File: src/rtl/byte_striper_n_pkg.sv
`default_nettype none
// ============================================================================
// Module      : byte_striper_n_pkg
// Description : Constants and lane-count clamp shared by the striper/unstriper.
// Revision    : 1.0 - initial release
// ============================================================================
package byte_striper_n_pkg;

    localparam int c_default_data_w = 8;
    localparam int c_default_lanes  = 4;

    // Zero or oversize requests fall back to the full physical lane count.
    function automatic int clamp_lanes(input int req, input int lanes);
        return (req == 0 || req > lanes) ? lanes : req;
    endfunction

endpackage
`default_nettype wire

File: src/rtl/byte_striper_n_lane_reg.sv
`default_nettype none
// ============================================================================
// Module      : byte_striper_n_lane_reg
// Description : One lane output register with write-enable and async reset.
// Revision    : 1.0 - initial release
// ============================================================================
module byte_striper_n_lane_reg
    import byte_striper_n_pkg::*;
#(
    parameter int DATA_W = c_default_data_w
) (
    input  logic              clk,
    input  logic              reset,
    input  logic              i_we,
    input  logic [DATA_W-1:0] i_d,
    output logic [DATA_W-1:0] o_q
);

    logic [DATA_W-1:0] r_q;

    always_ff @(posedge clk or posedge reset) begin
        if (reset) begin
            r_q <= '0;
        end else if (i_we) begin
            r_q <= i_d;
        end
    end

    assign o_q = r_q;

endmodule
`default_nettype wire

File: src/rtl/byte_striper_n.sv
`default_nettype none
// ============================================================================
// Module      : byte_striper_n
// Description : Round-robin striper of a word stream over a run-time lane count.
// Revision    : 1.0 - initial release
// ============================================================================
module byte_striper_n
    import byte_striper_n_pkg::*;
#(
    parameter int DATA_W = c_default_data_w,
    parameter int LANES  = c_default_lanes,
    parameter int PTR_W  = (LANES > 1) ? $clog2(LANES) : 1
) (
    input  logic                    clk,
    input  logic                    reset,
    input  logic                    valid_in,
    input  logic [DATA_W-1:0]       data_in,
    input  logic [PTR_W:0]          active_lanes,
    input  logic                    flush,
    output logic [LANES*DATA_W-1:0] data_out,
    output logic [LANES-1:0]        valid_out,
    output logic [PTR_W-1:0]        lane_ptr,
    output logic                    group_done,
    output logic                    partial
);

    localparam logic [PTR_W:0]   c_lanes    = (PTR_W+1)'(LANES);
    localparam logic [PTR_W:0]   c_cnt_one  = (PTR_W+1)'(1);
    localparam logic [PTR_W-1:0] c_ptr_one  = PTR_W'(1);
    localparam logic [LANES-1:0] c_lane_one = LANES'(1);

    logic [PTR_W-1:0] r_ptr;
    logic [PTR_W:0]   r_n;
    logic [LANES-1:0] r_valid_out;
    logic             r_group_done;
    logic             r_partial;

    logic [PTR_W:0]   w_req_n;
    logic [PTR_W:0]   w_n;
    logic             w_last;
    logic [PTR_W-1:0] w_post;
    logic [LANES-1:0] w_onehot;

    assign w_req_n = (PTR_W+1)'(clamp_lanes(int'(active_lanes), LANES));

    // The lane count only follows the request at a group boundary, and the
    // boundary word itself already uses the newly sampled count.
    assign w_n      = (r_ptr == '0) ? w_req_n : r_n;
    assign w_last   = ({1'b0, r_ptr} == (w_n - c_cnt_one));
    assign w_post   = valid_in ? (w_last ? '0 : (r_ptr + c_ptr_one)) : r_ptr;
    assign w_onehot = valid_in ? (c_lane_one << r_ptr) : '0;

    always_ff @(posedge clk or posedge reset) begin
        if (reset) begin
            r_ptr        <= '0;
            r_n          <= c_lanes;
            r_valid_out  <= '0;
            r_group_done <= 1'b0;
            r_partial    <= 1'b0;
        end else begin
            r_n          <= w_n;
            r_ptr        <= flush ? '0 : w_post;
            r_valid_out  <= w_onehot;
            r_group_done <= valid_in && w_last;
            // A flush that leaves a nonzero post-write pointer abandons a group.
            r_partial    <= flush && (w_post != '0);
        end
    end

    for (genvar k = 0; k < LANES; k++) begin : g_lane
        byte_striper_n_lane_reg #(
            .DATA_W (DATA_W)
        ) u_lane_reg (
            .clk   (clk),
            .reset (reset),
            .i_we  (w_onehot[k]),
            .i_d   (data_in),
            .o_q   (data_out[k*DATA_W +: DATA_W])
        );
    end

    assign valid_out  = r_valid_out;
    assign lane_ptr   = r_ptr;
    assign group_done = r_group_done;
    assign partial    = r_partial;

endmodule
`default_nettype wire

File: config.mk
export PLATFORM = sky130hd
export DESIGN_NAME = byte_striper_n
export DESIGN_NICKNAME = d
export VERILOG_FILES = /design/src/rtl/byte_striper_n_pkg.sv /design/src/rtl/byte_striper_n_lane_reg.sv /design/src/rtl/byte_striper_n.sv
export SDC_FILE = /design/constraint.sdc
export NUM_CORES = 1
export LEC_CHECK = 0
export CAP_MARGIN = 20
export CELL_PAD_IN_SITES_DETAIL_PLACEMENT = 0
export CELL_PAD_IN_SITES_GLOBAL_PLACEMENT = 2
export CORE_MARGIN = 2
export CORE_UTILIZATION = 30
export DETAILED_ROUTE_END_ITERATION = 16
export PLACE_DENSITY_LB_ADDON = 0.1
export SETUP_SLACK_MARGIN = 0.1
export SYNTH_ARGS = -nofsm -noshare
export SYNTH_HDL_FRONTEND = slang
export SYNTH_SLANG_ARGS = --single-unit
export TNS_END_PERCENT = 1
File: constraint.sdc
create_clock -name clk -period 2.2 [get_ports clk]
set_input_delay 0.33 -clock clk [delete_from_list [all_inputs] [get_ports clk]]
set_output_delay 0.33 -clock clk [all_outputs]
set_load 0.01 [all_outputs]
==> reports/qor.yml <==
yosys:
  ys_top_cells_by_area: "dfrtp_1 59%, mux2_2 20%, ha_1 3.5%, inv_1 1.9%, nand2_1 1.9%"
  async_flop_share_pct: 100
  synth_area_leader_cell: "dfrtp_1"
  synth_edf_count: 0
  netlist.area_leader.share_pct: 59.4
  synth_cell_types: 26
  avgSynthCellArea_um2: 14.6
  syn_inst: 121
  synth_nets: 141
  synth-main-ff-cell: "dfrtp_1"
  ys_warn_count: 0
  netlist_area_um2: 1770
  ys_ff_latch: 43
  seq_area_frac_synth_pct: 60.9
flow_run:
  maxCapViolations: 0
clocking:
  insertion_delay_ps: 290
  cts-root-buf: "clkbuf_8"
  ctsLongestPathBuffers: 2
  ctsHtreeMaxLevel: 2
  post_cts_buffers: 0
  cts_buffers: 5
  clk_pin_slew_worst_paths_ps: 80
  cts_tree: "done"
  clkSinkCount: 43
  ctsHoldBuffers: 0
global_routing:
  grt_max_degree: 25
  grt_pass1_wl_um: 6490
  grt_usage_pct: 13.5
  overflow: 0
  grt_pass1_vias: 1280
  antenna_found_initial: 0
route:
  wirelength_um: 3970
  drtAntennaViolNets: 0
  dr.pass1.iters: 4
  avgRoutedWirePerCell_um: 15.3
  viasPerCell: 4.55
  vias: 1183
  drt_iter0_markers: 5
  drc_errors: 0
power_and_ir_drop:
  power_uw: 2830
  p_int_uw: 2040
  clkPwrFrac_pct: 21.2
  powerDensity_nw_per_um2: 1080
  p_sw_share_pct: 27.9
  seqPwrFrac_pct: 41.3
  p_comb_share_pct: 37.6
  peakVddDrop_uv: 583
  leakagePower_uw: 0.00117
  switchingPower_uw: 792
place:
  io_buffers: 54
  place.gp.congestion: 0.779
  dp_hpwl_um: 2830
  place_area_um2: 2470
  dp.cells: 252
critical_path:
  required_ps: 2410
  crit_path_end_kind: "flip-flop"
  worst_ep_arrival_time_ps: 2150
  cp-start-kind: "primary input"
  worstPathMaxFanout: 4
  criticalPathCategory: "in -> reg"
die:
  ioPinCount: 55
  core_um2: 5610
  placementRows: 27
  die_x_um: 80.8
  start_util_pct: 31.5
  die_y_um: 80.8
  dieArea_um2: 6530
timing:
  finalSetupViolCount: 0
  fin_hold_ws_ps: 376
  rsz0062_at_grt: "no"
  tightest_slew_ps: 754
  relSlewSlack_pct: 49.4
  slew_viol_final: 0
  skew_ps: 6.45
  finalCritPeriodShare_pct: 88.0
  hold_viol: 0
  period_needed_ps: 1940
  fmax_ghz: 0.516
cells_and_area:
  drive_gt1_share_pct: 31.4
  fin_cells: 260
  final_cell_mix: "52 x clkdlybuf4s50_1, 42 x dfrtp_1, 32 x mux2_2, 9 x nand2_1, 8 x inv_1"
  n_antenna_cell: 0
  final_area_um2: 2630
  final_common_cell: "clkdlybuf4s50_1"
  area_growth_pct: 48.4
  fin_nets: 207
outcome:
  status: "finished, final reports clean"
min_path:
  hp-class: "in -> async"
-- final timing paths --
| kind | start | endpoint | slack [ps] | cells past startpoint |
|---|---|---|---|---|
| hold reg to reg | g_lane[3].u_lane_reg.o_q[2] | g_lane[3].u_lane_reg.o_q[2] | 510 | 1 |
| max in group asynchronous | reset | g_lane[3].u_lane_reg.o_q[7] | 1290 | 3 |
| hold / removal | reset | g_lane[2].u_lane_reg.o_q[2] | 380 | 2 |
| min in group clk | g_lane[3].u_lane_reg.o_q[2] | g_lane[3].u_lane_reg.o_q[2] | 510 | 1 |
| setup / recovery | active_lanes[2] | lane_ptr[0] | 260 | 8 |
| setup reg to reg | lane_ptr[0] | lane_ptr[0] | 270 | 7 |
-- per-stage QoR --
step / worst slack [ps] / TNS (ps) / util, %
after floorplan: 202 / 0 / -
after global placement: -211 / -721 / 44.0
after detailed placement: -273 / -900 / 44.0
after CTS: 91.2 / 0 / 46.5
after global routing: 179 / 0 / 46.8
final: 263 / 0 / 46.8
-- synthesized netlist by cell type, types with 2 or more instances --
library cell	count
inv_1	9
ha_1	5
mux2_2	32
nand2b_1	2
dfrtp_1	42
nand2_1	9
nor3_1	3
-- layer usage --
layer | vias to the layer above | global-route usage [%] | part of all wire, %
met1 | 596 | 16.0 | 41
met5 | - | 0 | 0
met2 | 29 | 23.3 | 52
li1 | 551 | - | -
met4 | 0 | 4.07 | 1.1
met3 | 7 | 4.67 | 5.5
-- area by class of cell --
type | instances | area, um2
clock buffer | 5 | 68.8
clock inverter | 3 | 43.8
fill | 532 | 2980
inverter | 9 | 33.8
multi-input combinational | 68 | 697
sequential | 43 | 1080
tap | 72 | 90.1
timing repair buffer | 60 | 616
-- registers in the layout, indices dropped and copies added, names as in the netlist --
signal	flops
g_lane.u_lane_reg.o_q	32
group_done	1
lane_ptr	2
partial	1
r_n	3
valid_out	4
-- power groups by stage --
| stage | Combinational (uW) | Sequential (uW) | Clock (uW) |
|---|---|---|---|
| 6_report | 1060 | 1170 | 600 |
| 5_1_grt | 1140 | 1200 | 658 |
| 3_3_place_gp | 1050 | 1170 | 0 |
| 4_1_cts | 1080 | 1170 | 628 |
| 2_1_floorplan | 323 | 1290 | 0 |
| 3_5_place_dp | 1060 | 1180 | 0 |
-- critical path: stages --
cell and delay (ps):
clkdlybuf4s50_1 450, inv_1 60, ha_4 250, and3b_2 210, o211ai_1 190, o32ai_2 120, o31a_4 370, nor3_2 150
-- logic make-up after synthesis --
kind of cell	after synthesis	synth area share (%)
compound gates	7	3.68
flops	43	60.9
mux	33	20.9
buf+inv	10	2.12
simple gates	22	8.35
fa+ha+maj	5	3.54
xor+xnor	1	0.495
-- what timing repair did --
item                                    CTS  global route
pin swaps                                 7             4
resized for setup                         5             4
endpoints found under the setup margin    3             4
Power figures use the tool's default switching activity.
==> edit 1, RTL diff (same flow settings) <==
Change the package constant `c_default_data_w` from 8 to 7.
--- a/src/rtl/byte_striper_n_pkg.sv
+++ b/src/rtl/byte_striper_n_pkg.sv
@@ -8,3 +8,3 @@
 
-    localparam int c_default_data_w = 8;
+    localparam int c_default_data_w = 7;
     localparam int c_default_lanes  = 4;
Interface: changed (resized data_in and data_out); port bits go from 55 to 50. The function was not compared with the original's and may differ.
==> edit 1 against the original RTL <==
- area after synthesis shrank 8.2%
- utilization up 0.77 points
- clock power fell by 25%
- fmax is 0.11% lower
- die area decreased by 7.8%
- routed wire length decreased by 6.7%
- power is 12% lower
- worst setup slack got worse by 0.0021 ns
- final area decreased by 6.2%
- sequential cell count is 4 lower
==> edit 1: results (changes against the original RTL) <==
| Metric | Value |
|---|---|
| GR Util met3 | 0.0430 (-0.00364) |
| Power in the clock group | 451 uW (-25%) |
| Met1 Wirelength | 1530 um (-6.0%) |
| Number of buffers added on ports | 49 (-9.3%) |
| Comb pwr share | 0.394 (+0.018) |
| WL met3 | 160 um (-27%) |
| Met1 GRT Util | 0.162 (+0.00206) |
| DRT iter0 DRCs | 3 (-2) |
| Dpl ws | -0.329 ns (-0.0567 ns) |
| Placed inst area | 0.00232 mm^2 (-6.1%) |
| Syn Nets | 132 (-6.4%) |
| Sequential area share after synthesis | 0.602 (-0.00722) |
| Hold Slack | 0.381 ns (+0.00519 ns) |
| Largest cells by area after synthesis | dfrtp_1, mux2_2, ha_1 |
| Detailed Route WL | 3700 um (-6.7%) |
| Max FFs per register | 28 (-13%) |
| Sw power | 712 uW (-10%) |
| Final GP Congestion | 0.728 (-6.5%) |
| # nets final | 201 (-2.9%) |
| Largest net degree at the start of global routing | 29 (+16%) |
| Slew headroom | 0.649 (+0.154) |
| Outcome | completed |
| Final HPWL DP | 2680 um (-5.4%) |
| Number of global-route vias before repair | 1306 (+2.0%) |
| Inst Count DP | 245 (-2.8%) |
| Clock Skew | 0.00417 ns (-0.00228 ns) |
| Upper clock frequency limit | 0.516 GHz (-0.11%) |
| Lkg Pwr | 0.00111 uW (-5.0%) |
edit 1: cell types whose count changed in the layout (fill, tap and decap cells not counted), moves of 2 or more:
cell             delta
buf_4               +9
clkbuf_1            +2
dfrtp_1             -4
clkdlybuf4s50_1     -6
nor3_4              +2
nor3_2              -2
mux2_2              -4
edit 1: repair_timing:
action / in CTS / in global routing
resized for setup: 7 / 7
pin swaps: 9 / 5
setup endpoints to repair: 3 / 3
edit 1: cell families after synthesis:
logic type | after synthesis | share of synthesized area
adders and majority gates | 5 | 0.0385
xor gates and xnor gates | 1 | 0.00539
AOI/OAI and AO/OA | 7 | 0.0401
and+or+nand+nor | 22 | 0.0909
DFF | 39 | 0.602
buffers and inverters | 10 | 0.0231
muxes | 29 | 0.200
edit 1: layout make-up:
cell class	instances	area (um^2)	share of cell area
flip-flops and latches	39	977	0.397
clock inverters	1	5.00	0.00203
inverters	9	33.8	0.0137
multi-input cells	64	667	0.271
clock buffers	7	76.3	0.0310
well taps	70	87.6	0.0356
repair buffers	63	616	0.250
edit 1: worst max path at each step:
stage | from | endpoint
finish | lane_ptr[0]$_DFF_PP0_ | lane_ptr[0]$_DFF_PP0_
global route | lane_ptr[0]$_DFF_PP0_ | lane_ptr[0]$_DFF_PP0_
global placement | active_lanes[0] | partial$_DFF_PP0_
CTS | active_lanes[0] | lane_ptr[0]$_DFF_PP0_
detailed placement | active_lanes[0] | lane_ptr[0]$_DFF_PP0_
floorplan | lane_ptr[0]$_DFF_PP0_ | lane_ptr[0]$_DFF_PP0_
edit 1: critical path: stages, from the launching register on:
cell      delay (ns)
dfrtp_1         0.36
inv_1           0.10
ha_2            0.25
and3b_2         0.24
o211ai_1        0.21
o32ai_2         0.12
o31a_4          0.40
nor3_4          0.17
==> edit 2, RTL diff (same settings) <==
Made on the original files. Make the reset (`reset`) synchronous in 2 clocked blocks. Comments in the files are not updated.
--- a/src/rtl/byte_striper_n_lane_reg.sv
+++ b/src/rtl/byte_striper_n_lane_reg.sv
@@ -20,3 +20,3 @@
 
-    always_ff @(posedge clk or posedge reset) begin
+    always_ff @(posedge clk) begin
         if (reset) begin
--- a/src/rtl/byte_striper_n.sv
+++ b/src/rtl/byte_striper_n.sv
@@ -52,3 +52,3 @@
 
-    always_ff @(posedge clk or posedge reset) begin
+    always_ff @(posedge clk) begin
         if (reset) begin
Check against the original RTL: differs if reset is asserted again (counterexample within 4 cycles, from zero or initial values and one cycle with reset high); with reset held inactive, the same outputs for 10 cycles.
==> edit 2 against the original RTL <==
- highest routed layer unchanged
- worst setup slack got worse by 0.099 ns
- critical path type unchanged
- worst hold slack better by 0.078 ns
- critical endpoint is now lane_ptr[0]$_SDFF_PP0_
- largest cell class unchanged
- final area fell by 5.2%
- fmax fell by 4.9%
- area after synthesis down 5.1%
- sequential cell count is the same
- routed wire length rose by 14%
- die area fell by 4.8%
Power is not compared: it rests on default switching activity, and its combinational part moved more than twofold at a synthesized area within 25%.
==> edit 2: results (changes against the original RTL) <==
| Metric | Value |
|---|---|
| # nets final | 281 (+36%) |
| Clock Skew | 0.00366 ns (-0.00279 ns) |
| Largest cells by area after synthesis | dfxtp_1, a21oi_1, nand3_1 |
| Max IR drop VDD | 0.000232 V |
| Compound-Gate Fraction of Synth Area | 0.128 (+0.0914) |
| Number of global-route vias before repair | 1464 (+14%) |
| Max FFs per register | 32 (unchanged) |
| Synth top cells by count | dfxtp_1, nand2_1, a21oi_1 |
| Number of fill cells | 572 (+7.5%) |
| Slew Viols, Final | 0 (unchanged) |
| Vias per cell | 4.71 (+3.4%) |
| Synth unique cells | 27 (+3.8%) |
| Mux contribution to synthesized area | 0 (-0.209) |
| First-pass GRT wire length | 7350 um (+13%) |
| GRT Util Overall | 0.153 (+0.0179) |
| Syn Nets | 224 (+59%) |
| Ys Warns | 0 (unchanged) |
| N_diodes | 0 (unchanged) |
| Sequential area share after synthesis | 0.513 (-0.0962) |
| Inserted Clock Buffers | 5 (unchanged) |
| Sw Ratio | 0.262 |
| Clock Pin Slew Worst Setup and Hold Paths | 0.08 ns (about the same) |
| Final GP Congestion | 0.778 (about the same) |
| CP max FO | 2 (-2) |
| Placed inst area | 0.00239 mm^2 (-3.2%) |
| Root buffer cell | clkbuf_8 |
| Synth Area in XOR/XNOR | 0.00522 (+0.000266) |
| Worst-margin pin slew | 0.483 ns (-0.271 ns) |
| Clock Path Buffers | 2 (unchanged) |
| Final HPWL DP | 3190 um (+13%) |
| Outcome | completed |
| Layout cell share with drive strength beyond 1 | 0.119 (-0.195) |
| Largest net degree at the start of global routing | 42 (+68%) |
| HP Class | register to register |
| Adder-Cell Fraction of Synth Area | 0.0447 (+0.00935) |
| Post-synth ARST share | 0 (-1.00) |
| Initial antenna violation count | 0 (unchanged) |
| Share of the synthesized area in the top cell type | 0.513 (-0.0814) |
| Number of buffers added on ports | 54 (unchanged) |
| CP Data Arrival Time | 2.21 ns (+0.06 ns) |
| H-tree depth | 2 (unchanged) |
| Avg WL per Cell | 13.6 um (-11%) |
| DRT iter0 DRCs | 123 (+118) |
edit 2: worst paths after layout:
kind / startpoint / end / slack, ns / cells after the start
max reg2reg: lane_ptr[0]$_SDFF_PP0_ / lane_ptr[0]$_SDFF_PP0_ / 0.24 / 10
min reg2reg: g_lane[0].u_lane_reg.o_q[0]$_SDFFE_PP0P_ / g_lane[0].u_lane_reg.o_q[0]$_SDFFE_PP0P_ / 0.45 / 2
min: g_lane[0].u_lane_reg.o_q[0]$_SDFFE_PP0P_ / g_lane[0].u_lane_reg.o_q[0]$_SDFFE_PP0P_ / 0.45 / 2
max: active_lanes[0] / lane_ptr[0]$_SDFF_PP0_ / 0.16 / 9
edit 2: kinds of logic after synthesis:
group | count (synthesis)
buffers and inverters | 17
adders and majority gates | 6
and+or+nand+nor | 95
xor gates and xnor gates | 1
DFF | 43
AOI/OAI and AO/OA | 41
edit 2: worst max-delay path: stages:
cell	delay [ns]
buf_2	0.10
or2_4	0.25
ha_4	0.23
nand3b_1	0.17
and2_4	0.19
ha_4	0.15
or3_4	0.40
a2111oi_4	0.30
nor3b_2	0.08
edit 2: final cells by class:
type	instances	area (um^2)	area share
Sequential cell	43	863	0.347
Multi-Input combinational cell	143	826	0.332
Timing Repair Buffer	63	609	0.245
Tap cell	72	90.1	0.0362
Clock buffer	6	72.6	0.0292
Inverter	4	15.0	0.00603
Clock inverter	2	12.5	0.00503
edit 2: per-layer routing:
| layer | GRT usage | wire length [um] | vias up |
|---|---|---|---|
| met3 | 0.0432 | 256 | 2 |
| met1 | 0.212 | 2190 | 708 |
| met5 | 0 | 0 | - |
| met2 | 0.231 | 2040 | 52 |
| li1 | - | - | 805 |
| met4 | 0.0483 | 25 | 0 |
edit 2: what timing repair did:
action	CTS	global route
setup endpoints to repair	4	1
pin swaps	7	1
setup buffers	1	0
resized for setup	13	1
edit 2: through the flow:
| step | setup TNS [ns] | total power, uW | setup slack [ns] | cells | hold WS [ns] |
|---|---|---|---|---|---|
| CTS | 0 | 1580 | 0.110 | 333 | 0.461 |
| global placement | -1.54 | 1080 | -0.407 | 324 | 0.444 |
| global route | 0 | 1640 | 0.113 | 333 | 0.472 |
| detailed placement | -1.64 | 1080 | -0.426 | 324 | 0.450 |
| finish | 0 | 1550 | 0.164 | 333 | 0.454 |
| floorplan | 0 | 961 | 0.0976 | 203 | 0.434 |
edit 2: power groups by stage:
stage	logic (uW)	clock network (uW)	registers (uW)
6_report	251	491	812
3_5_place_dp	246	0	831
2_1_floorplan	118	0	843
4_1_cts	251	514	813
3_3_place_gp	247	0	831
5_1_grt	276	547	815
